**src/rtl/rs_pkg.sv**
```systemverilog
// Shared definitions for the GF(2^5) Reed-Solomon encoder.
//   SYM_W/N/K/NPAR : symbol width and code geometry (RS(31,27), t = 2)
//   PRIM_POLY      : field polynomial x^5 + x^2 + 1
//   GEN            : generator coefficients, GEN[i] multiplies x^i.
//                    g(x) = (x+1)(x+a)(x+a^2)(x+a^3), monic x^4 term implied.
//   gf_mul         : general GF(32) multiply (shift-and-add with reduction)
package rs_pkg;

  localparam int SYM_W = 5;
  localparam int N     = 31;
  localparam int K     = 27;
  localparam int NPAR  = N - K;
  localparam int FCR   = 0;

  localparam logic [SYM_W:0] PRIM_POLY = 6'b100101;

  typedef logic [SYM_W-1:0] sym_t;

  typedef enum logic [1:0] {
    IDLE   = 2'd0,
    DATA   = 2'd1,
    PARITY = 2'd2
  } enc_state_t;

  // g(x) = x^4 + 15 x^3 + 19 x^2 + 23 x + 10
  localparam sym_t GEN [0:NPAR-1] = '{5'd10, 5'd23, 5'd19, 5'd15};

  function automatic sym_t gf_mul(input sym_t a, input sym_t b);
    sym_t acc;
    sym_t sh;
    acc = '0;
    sh  = a;
    for (int i = 0; i < SYM_W; i++) begin
      if (b[i]) acc = acc ^ sh;
      // multiply running term by alpha, folding x^5 back as x^2 + 1
      sh = {sh[SYM_W-2:0], 1'b0} ^ (sh[SYM_W-1] ? PRIM_POLY[SYM_W-1:0] : '0);
    end
    return acc;
  endfunction

endpackage

```
**src/rtl/gf32_const_mul.sv**
```systemverilog
// Combinational multiply of a GF(2^5) symbol by a fixed coefficient.
//   COEF : constant multiplier
//   a    : input symbol
//   p    : a * COEF
// With COEF fixed the multiply collapses to a small XOR network.
module gf32_const_mul
  import rs_pkg::*;
#(
  parameter sym_t COEF = 5'd1
) (
  input  logic [SYM_W-1:0] a,
  output logic [SYM_W-1:0] p
);

  assign p = gf_mul(a, COEF);

endmodule

```
**src/rtl/rs_encoder.sv**
```systemverilog
// Systematic RS(31,27) encoder over GF(2^5).
// Message symbols are forwarded unchanged; four parity symbols from an
// LFSR polynomial divider follow directly after the last message symbol.
//   clock2    : system clock, rising edge
//   reset     : asynchronous active-low reset
//   in_start  : marks first message symbol of a codeword (with in_valid)
//   in_valid  : in_sym carries a message symbol
//   in_sym    : message symbol, highest-degree coefficient first
//   in_ready  : encoder accepts a symbol this cycle
//   out_valid : out_sym carries a codeword symbol
//   out_sym   : codeword symbol (27 message, then 4 parity)
//   out_first : codeword symbol 0
//   out_last  : codeword symbol 30
//   busy      : codeword in progress
//
// state  | meaning
// IDLE   | waiting for a start-qualified transfer; other transfers dropped
// DATA   | accepting message symbols 1..K-1, dividing through the LFSR
// PARITY | input stalled, draining the LFSR one parity symbol per cycle
module rs_encoder
  import rs_pkg::*;
(
  input  logic             clock2,
  input  logic             reset,
  input  logic             in_start,
  input  logic             in_valid,
  input  logic [SYM_W-1:0] in_sym,
  output logic             in_ready,
  output logic             out_valid,
  output logic [SYM_W-1:0] out_sym,
  output logic             out_first,
  output logic             out_last,
  output logic             busy
);

  localparam logic [4:0] LAST_DATA = 5'(K - 1);
  localparam logic [4:0] LAST_PAR  = 5'(NPAR - 1);

  enc_state_t state, state_nxt;
  logic [4:0] count, count_nxt;

  sym_t lfsr     [NPAR];
  sym_t lfsr_nxt [NPAR];
  sym_t prod     [NPAR];
  sym_t fb;

  logic lfsr_en;
  logic out_load;
  sym_t sym_nxt;
  logic first_nxt;
  logic last_nxt;
  logic xfer;

  assign in_ready = (state != PARITY);
  assign busy     = (state != IDLE);
  assign xfer     = in_valid & in_ready;

  // During PARITY the feedback is forced to zero, so the same update
  // equation degenerates into a plain shift that drains the remainder.
  assign fb = (state == PARITY) ? '0 : (in_sym ^ lfsr[NPAR-1]);

  for (genvar i = 0; i < NPAR; i++) begin : g_tap
    gf32_const_mul #(.COEF(GEN[i])) u_mul (
      .a (fb),
      .p (prod[i])
    );
  end

  always_comb begin
    lfsr_nxt[0] = prod[0];
    for (int i = 1; i < NPAR; i++) begin
      lfsr_nxt[i] = lfsr[i-1] ^ prod[i];
    end
  end

  always_ff @(posedge clock2 or negedge reset) begin
    if (!reset) begin
      state <= IDLE;
      count <= '0;
    end else begin
      state <= state_nxt;
      count <= count_nxt;
    end
  end

  always_comb begin
    state_nxt = state;
    count_nxt = count;
    lfsr_en   = 1'b0;
    out_load  = 1'b0;
    sym_nxt   = out_sym;
    first_nxt = 1'b0;
    last_nxt  = 1'b0;

    case (state)
      IDLE: begin
        if (xfer && in_start) begin
          state_nxt = DATA;
          count_nxt = 5'd1;
          lfsr_en   = 1'b1;
          out_load  = 1'b1;
          sym_nxt   = in_sym;
          first_nxt = 1'b1;
        end
      end

      DATA: begin
        // in_start here is a protocol error; the symbol is simply data.
        if (xfer) begin
          lfsr_en  = 1'b1;
          out_load = 1'b1;
          sym_nxt  = in_sym;
          if (count == LAST_DATA) begin
            state_nxt = PARITY;
            count_nxt = '0;
          end else begin
            count_nxt = count + 5'd1;
          end
        end
      end

      PARITY: begin
        lfsr_en  = 1'b1;
        out_load = 1'b1;
        sym_nxt  = lfsr[NPAR-1];
        if (count == LAST_PAR) begin
          last_nxt  = 1'b1;
          state_nxt = IDLE;
          count_nxt = '0;
        end else begin
          count_nxt = count + 5'd1;
        end
      end

      default: begin
        state_nxt = IDLE;
        count_nxt = '0;
      end
    endcase
  end

  always_ff @(posedge clock2 or negedge reset) begin
    if (!reset) begin
      for (int i = 0; i < NPAR; i++) begin
        lfsr[i] <= '0;
      end
    end else if (lfsr_en) begin
      for (int i = 0; i < NPAR; i++) begin
        lfsr[i] <= lfsr_nxt[i];
      end
    end
  end

  always_ff @(posedge clock2 or negedge reset) begin
    if (!reset) begin
      out_valid <= 1'b0;
      out_sym   <= '0;
      out_first <= 1'b0;
      out_last  <= 1'b0;
    end else begin
      out_valid <= out_load;
      out_sym   <= sym_nxt;
      out_first <= first_nxt;
      out_last  <= last_nxt;
    end
  end

endmodule

```
**config.mk**
```make
export PLATFORM = sky130hd
export DESIGN_NAME = rs_encoder
export DESIGN_NICKNAME = d
export VERILOG_FILES = /design/src/rtl/rs_pkg.sv /design/src/rtl/gf32_const_mul.sv /design/src/rtl/rs_encoder.sv
export SDC_FILE = /design/constraint.sdc
export NUM_CORES = 1
export LEC_CHECK = 0
export BUFFER_PORTS_ARGS = -buffer_cell sky130_fd_sc_hd__buf_4
export CORE_UTILIZATION = 55
export CTS_CLUSTER_DIAMETER = 120
export DETAILED_ROUTE_END_ITERATION = 10
export PLACE_DENSITY = 0.81
export SLEW_MARGIN = 20
export SYNTH_ARGS = -nofsm -noshare
export SYNTH_HDL_FRONTEND = slang
export SYNTH_SLANG_ARGS = --single-unit
```
**constraint.sdc**
```tcl
create_clock -name clock2 -period 4.45 [get_ports clock2]
set_input_delay 0.89 -clock clock2 [delete_from_list [all_inputs] [get_ports clock2]]
set_output_delay 0.89 -clock clock2 [all_outputs]
set_load 0.05 [all_outputs]
```
After elaboration in Yosys (flattened, before gate mapping)
Index checks and enable logic that the tools add are counted.
Cells by class
  shift-type cells: 0
  bitwise operators: 15
  reductions and logical operators: 7
  equal/unequal tests: 9
  $mul: 0
  add/sub/neg operators: 1
  multiplexer cells: 24
  $lt $le $gt $ge: 0
  div/mod/pow operators: 0
Operator list (count)
  5-bit bitwise XOR: 13
  5-bit 2-to-1 mux: 7
  5-bit one-hot mux with 3 select lines: 2
  3-bit 2-to-1 mux: 4
  2-bit 2-to-1 mux: 4
  2-bit != test, second input constant: 4
  2-bit one-hot mux with 3 select lines: 1
  5-bit by 1-bit adder with 5-bit output, second input constant: 1
  5-bit by 2-bit == test with 1-bit output, second input constant: 1
  5-bit == test, second input constant: 1
  1-bit 2-to-1 mux: 5
  5-bit by 3-bit bitwise XOR with 5-bit output: 1
  4-bit AND reduction: 1
  1-bit one-hot mux with 3 select lines: 1
  3-bit AND reduction: 1
  3-bit nonzero test: 1
  2-bit by 1-bit == test with 1-bit output, second input constant: 1
  2-bit == test, second input constant: 1
  2-bit logical NOT: 1
  2-bit by 1-bit != test with 1-bit output, second input constant: 1
  2-bit AND reduction: 1
  2-bit nonzero test: 1
  1-bit bitwise AND: 1
  1-bit logical AND: 1
Word-level totals
  input port bits: 9
  logic and storage cells: 66
  flip-flop bits (word level): 35
  memories: 0
  latch bits: 0
  memory bits (read-only): 0
  memory bits (writable): 0

Logic depth before layout (Yosys ltp)
  word-level depth: 12
  depth in mapped cells: 7

By module
A second synthesis with hierarchy kept.
Second synthesis, totals
  cells, all modules: 186
  area total of the unflattened synthesis: 1938.1 um^2
Modules (own cells, without submodules)
  rs_encoder: sequential area each 875.8 um^2, area each 1650.3 um^2, cells an instance 160, times used 1
  gf32_const_mul (g_tap[3].u_mul): sequential area each 0.0 um^2, area each 93.8 um^2, cells an instance 9, times used 1
  gf32_const_mul (g_tap[0].u_mul): sequential area each 0.0 um^2, area each 73.8 um^2, cells an instance 5, times used 1
  gf32_const_mul (g_tap[1].u_mul): sequential area each 0.0 um^2, area each 61.3 um^2, cells an instance 7, times used 1
  gf32_const_mul (g_tap[2].u_mul): sequential area each 0.0 um^2, area each 58.8 um^2, cells an instance 5, times used 1

Least setup slack after synthesis
No wires, ideal clock.
  path kind: input to register
  start point: in in_sym[2]
  end point: reg lfsr[4] (netlist name)
  data required time: 4.318 ns
  setup slack: 2.257 ns
  arrival: 2.061 ns
  stages on the path: 5
  path buffers: 0
  cell sequence: xnor2_2 xnor2_2 xnor2_1 o211a_1 or3b_1
On the way
  word-level cells in the longest chain between the ends: 7
Ends and longest elaborated chain
  from (decl): RTL line rs_encoder.sv:27  | input logic [SYM_W-1:0] in_sym,
  5-bit bitwise XOR: RTL line rs_encoder.sv:60  | assign fb = (state == PARITY) ? '0 : (in_sym ^ lfsr[NPAR-1]);
  5-bit 2-to-1 mux: RTL line rs_encoder.sv:60
  5-bit bitwise XOR (2 in series): RTL line rs_pkg.sv:36  | sh = {sh[SYM_W-2:0], 1'b0} ^ (sh[SYM_W-1] ? PRIM_POLY[SYM_W-1:0] : '0);
  5-bit bitwise XOR (2 in series): RTL line rs_pkg.sv:34  | if (b[i]) acc = acc ^ sh;
  5-bit bitwise XOR: RTL line rs_encoder.sv:72  | lfsr_nxt[i] = lfsr[i-1] ^ prod[i];
  to (signal, indexed assignment): RTL line rs_encoder.sv:149  | lfsr[i] <= lfsr_nxt[i];
  to (decl): RTL line rs_encoder.sv:42  | sym_t lfsr [NPAR];
No other way between the ends.
A chain may end at the register's enable or synchronous reset.

Worst setup path in the final report
  start point: reg state[0]
  end point: out in_ready
On the way
  word-level cells in the longest chain between the ends: 1
Ends and longest elaborated chain
  from (decl): RTL line rs_encoder.sv:39  | enc_state_t state, state_nxt;
  from (signal assigned): RTL line rs_encoder.sv:81  | state <= state_nxt;
  2-bit != test: RTL line rs_encoder.sv:54  | assign in_ready = (state != PARITY);
  to (decl): RTL line rs_encoder.sv:28  | output logic in_ready,
No other way between the ends.

==> results.md <==
- The final weighted congestion of routability-driven global placement is 0.766.
- The post-route worst setup slack is 1.45 ns.
- After layout, the design draws a total of 0.00184 W.
- The worst IR drop on VDD is 365 µV.
- The global routing stage identified its most utilized layer as met2.
- For the worst setup path, the data required time is 3.56 ns.
- The initial antenna violation count is 0.
- The Yosys step of the flow raised 0 warnings.
- The sort of element at the end of the critical path is an output pin.
- The die outline area is 3890 µm².
- The final critical-path share of the clock period is 67.5%.
- The number of hold buffers added after CTS was 0.
- The cell at the root of the clock tree is clkbuf_4.
- The actual slew at the worst max-slew pin is 0.885 ns.
- The H-tree depth is 2.
- The final count of pins violating max slew is 0.
- The standby leakage power is 1.06 nW.
- After detailed routing, the total wire length is 3620 µm.
- The synthesized design contains 35 register bits.
- The average instance in the mapped netlist occupies 10.4 µm².
- The sum of negative setup slack is 0 ns.
- The combined global-route utilization of all metal layers is 21.9%.
- The via count of the first global-routing pass was 1354.
- The number of clock sinks is 35.
- The remaining routing DRC violations is 0.
- Max-cap violations in this run came to 0.
- Clock-pin slew was measured on the worst setup and hold paths at 0.10 ns.
- Of the post-synthesis cell area, the dominant cell type holds 43.7%.
- The number of placement rows is 21.
- The die is 62.4 µm wide.
- For the finished layout, the period the worst path requires is 3.00 ns.
- The type of origin of the critical path is a flop.
- The startpoint of the most critical register-to-register path is state[0].
- The clock tree from TritonCTS is yes.
- The depth of the most critical reg-to-reg path is 6.
- The run finished with clean final reports.
- The synthesized area is 2000 µm².
- Static timing analysis puts the maximum clock frequency at 0.333 GHz.
- Along the worst path, the maximum fanout reaches 22.
- The min-delay analysis places its worst path in the category in -> async.
- By area the synthesized netlist is led by dfrtp_1, xnor2_1, xnor3_1.
- The met2 global-route usage is 35.3%.
- Before antenna repair, the detailed router went through 4 iterations.
- The met3 routing resource usage after global routing is 5.15%.
- In the final routed layout, each cell accounts on average for 14.0 µm.
- Cells with a size suffix above 1 make up 16.0% of the layout.
- Entering global routing, the biggest net connects 47 pins.
- The worst reg-to-reg setup slack is 2.12 ns.
- The largest area contributor in the synthesized netlist is dfrtp_1.
- The final route contains 1409 vias.
- The longest clock path from root to sink contains 2 buffers.
- The y dimension of the die is 62.4 µm.
- The pre-CTS setup slack is 1.77 ns.
- After the first detailed-routing iteration, the DRC count stood at 90.
- The post-route clock skew is 0.00828 ns.
- The buffers inserted during post-CTS setup optimization is 0.
- The post-synthesis net count is 204.
- The count of nets left with antenna violations once routing finished came out at 0.
- On the final layout, the worst hold slack is 0.487 ns.
- The register area share after synthesis is 43.7%.
- After synthesis, the netlist uses 41 different library cells.
- The final hold violation count is 0.
- The repair_antennas step left the layout with diodes totalling 0.
- The worst pin sits at a relative slew slack of 41.0%.
- The insertion delay to the later sink of the worst-skew pair is 0.34 ns.
- The critical path is of the reg -> out type.
- Gates resized during post-CTS repair numbered 0.
- The total overflow left after global routing is 0.
- The count of buffers added on input and output ports is 18.
- Compared with the post-synthesis result, the final layout area differs by 10.8%.
- In the routed layout, each cell is associated on average with a via count of 5.46.
- Power spread over the standard cell area amounts to 830 nW/µm².
- Clock tree synthesis inserted a total of 5 buffers.
- The number of inserted filler cells in the final layout is 284.
- Global routing consumed, on the met1 layer, 27.3% of the routing resources.
- The post-synthesis cell count is 193.
- In this run the standard cell core region covers 3420 µm².
- The HPWL reported at the end of detailed placement is 2640 µm.
- Setup violations remaining at the end of the flow were counted as 0.
- The endpoint of the worst register-to-register path is lfsr[14].
- Setup repair after global routing left no endpoint under its margin.
- The starting density of the core is 58.6%.
- The critical path arrival is 2.11 ns.
- The source of the critical timing path is state[0].
- In this run the count of I/O pins placed on the die edge is 19.
- The post-layout net count is 224.
- The wire length of the first global-routing pass is 6380 µm.
## per-stage QoR
step | cell area (µm²) | instances | utilization [%]
5_1_grt | 2220 | 258 | 65.0
3_5_place_dp | 2180 | 252 | 63.8
4_1_cts | 2220 | 258 | 65.0
6_report | 2220 | 258 | 65.0
2_1_floorplan | 2000 | 193 | -
3_3_place_gp | 2180 | 252 | 63.8
## metal layers
metal	routed length, µm	share of wire (%)	vias up
li1	-	-	696
met1	1590	44	685
met2	1810	50	18
met3	109	3.0	10
met4	102	2.8	0
met5	0	0	-
## power by group
group | switching, W | leakage, nW | internal [W]
clock network | 0.0000998 | 0.0242 | 0.0000561
logic | 0.000547 | 0.604 | 0.000570
registers | 0.000114 | 0.430 | 0.000456
total | 0.000762 | 1.06 | 0.00108
## flip-flops by register name, summed over array words and instances, names as in the netlist
signal     cells
lfsr          20
count          5
out_sym        5
state          2
out_first      1
out_last       1
out_valid      1
## cells in the final DEF, fill, tap and decap left out, drive strengths merged, types with 6 or more instances in the layout
| cell | count |
|---|---|
| dfrtp | 35 |
| nand2 | 33 |
| o21ai | 25 |
| xnor2 | 25 |
| buf | 19 |
| nor2 | 12 |
| mux2i | 7 |
| inv | 6 |
| xnor3 | 6 |
| clkbuf | 6 |
## kinds of logic (layout without fill, tap and decap cells)
logic type | Yosys count | after routing | synth area share, %
AO/OA/AOI/OAI | 39 | 39 | 11.9
XOR/XNOR | 35 | 35 | 21.9
adder cells (fa/ha/maj) | 2 | 2 | 1.25
buffers and inverters | 12 | 31 | 2.37
flip-flops | 35 | 35 | 43.7
multiplexers | 7 | 7 | 3.50
AND/OR/NAND/NOR | 63 | 63 | 15.4
## Yosys cell counts
cell and instances:
o211a_1 1, buf_2 2, nand2_1 33, a21o_1 2, nor2b_1 1, nand3b_1 1, dfrtp_1 35, or3b_1 1
a211oi_1 1, nor2_1 10, nand2b_1 1, and2b_1 1, and2_1 2, and4b_1 1, o21ai_0 20, mux2i_1 7
xor2_1 4, ha_1 2, o31ai_1 2, o21ai_2 1, nor3b_1 1, a211o_1 1, xnor2_2 4, xnor2_1 20
clkbuf_1 4, xnor2_4 1, or4_1 2, a41o_1 1, o21ai_1 4, a21oi_1 2, a32o_1 1, nor3_1 1
inv_1 6, nor4_1 1, o31a_1 1, and4_1 1, nand3_1 2, xnor3_1 6, or2_2 2, o211ai_1 2
nor2_4 2
## final cells by class
class / instances / area [µm²] / share of cell area [%]
Tap cell: 46 / 57.6 / 2.59
Inverter: 6 / 22.5 / 1.01
Multi-Input combinational cell: 146 / 1080 / 48.6
Timing Repair Buffer: 19 / 143 / 6.43
Sequential cell: 35 / 876 / 39.5
Clock buffer: 6 / 41.3 / 1.86
## worst max-delay path by stage
stage | slack, ns | to
global placement | 1.85 | count[0]
finish | 1.45 | in_ready
detailed placement | 1.77 | count[0]
floorplan | 2.26 | lfsr[4]
CTS | 1.44 | in_ready
global route | 1.33 | in_ready
## worst max-delay path: stages, from the launching register on
cell     delay, ns
dfrtp_1       0.41
and2b_1       0.78
inv_1         0.29
buf_4         0.28
Power figures use the tool's default switching activity.
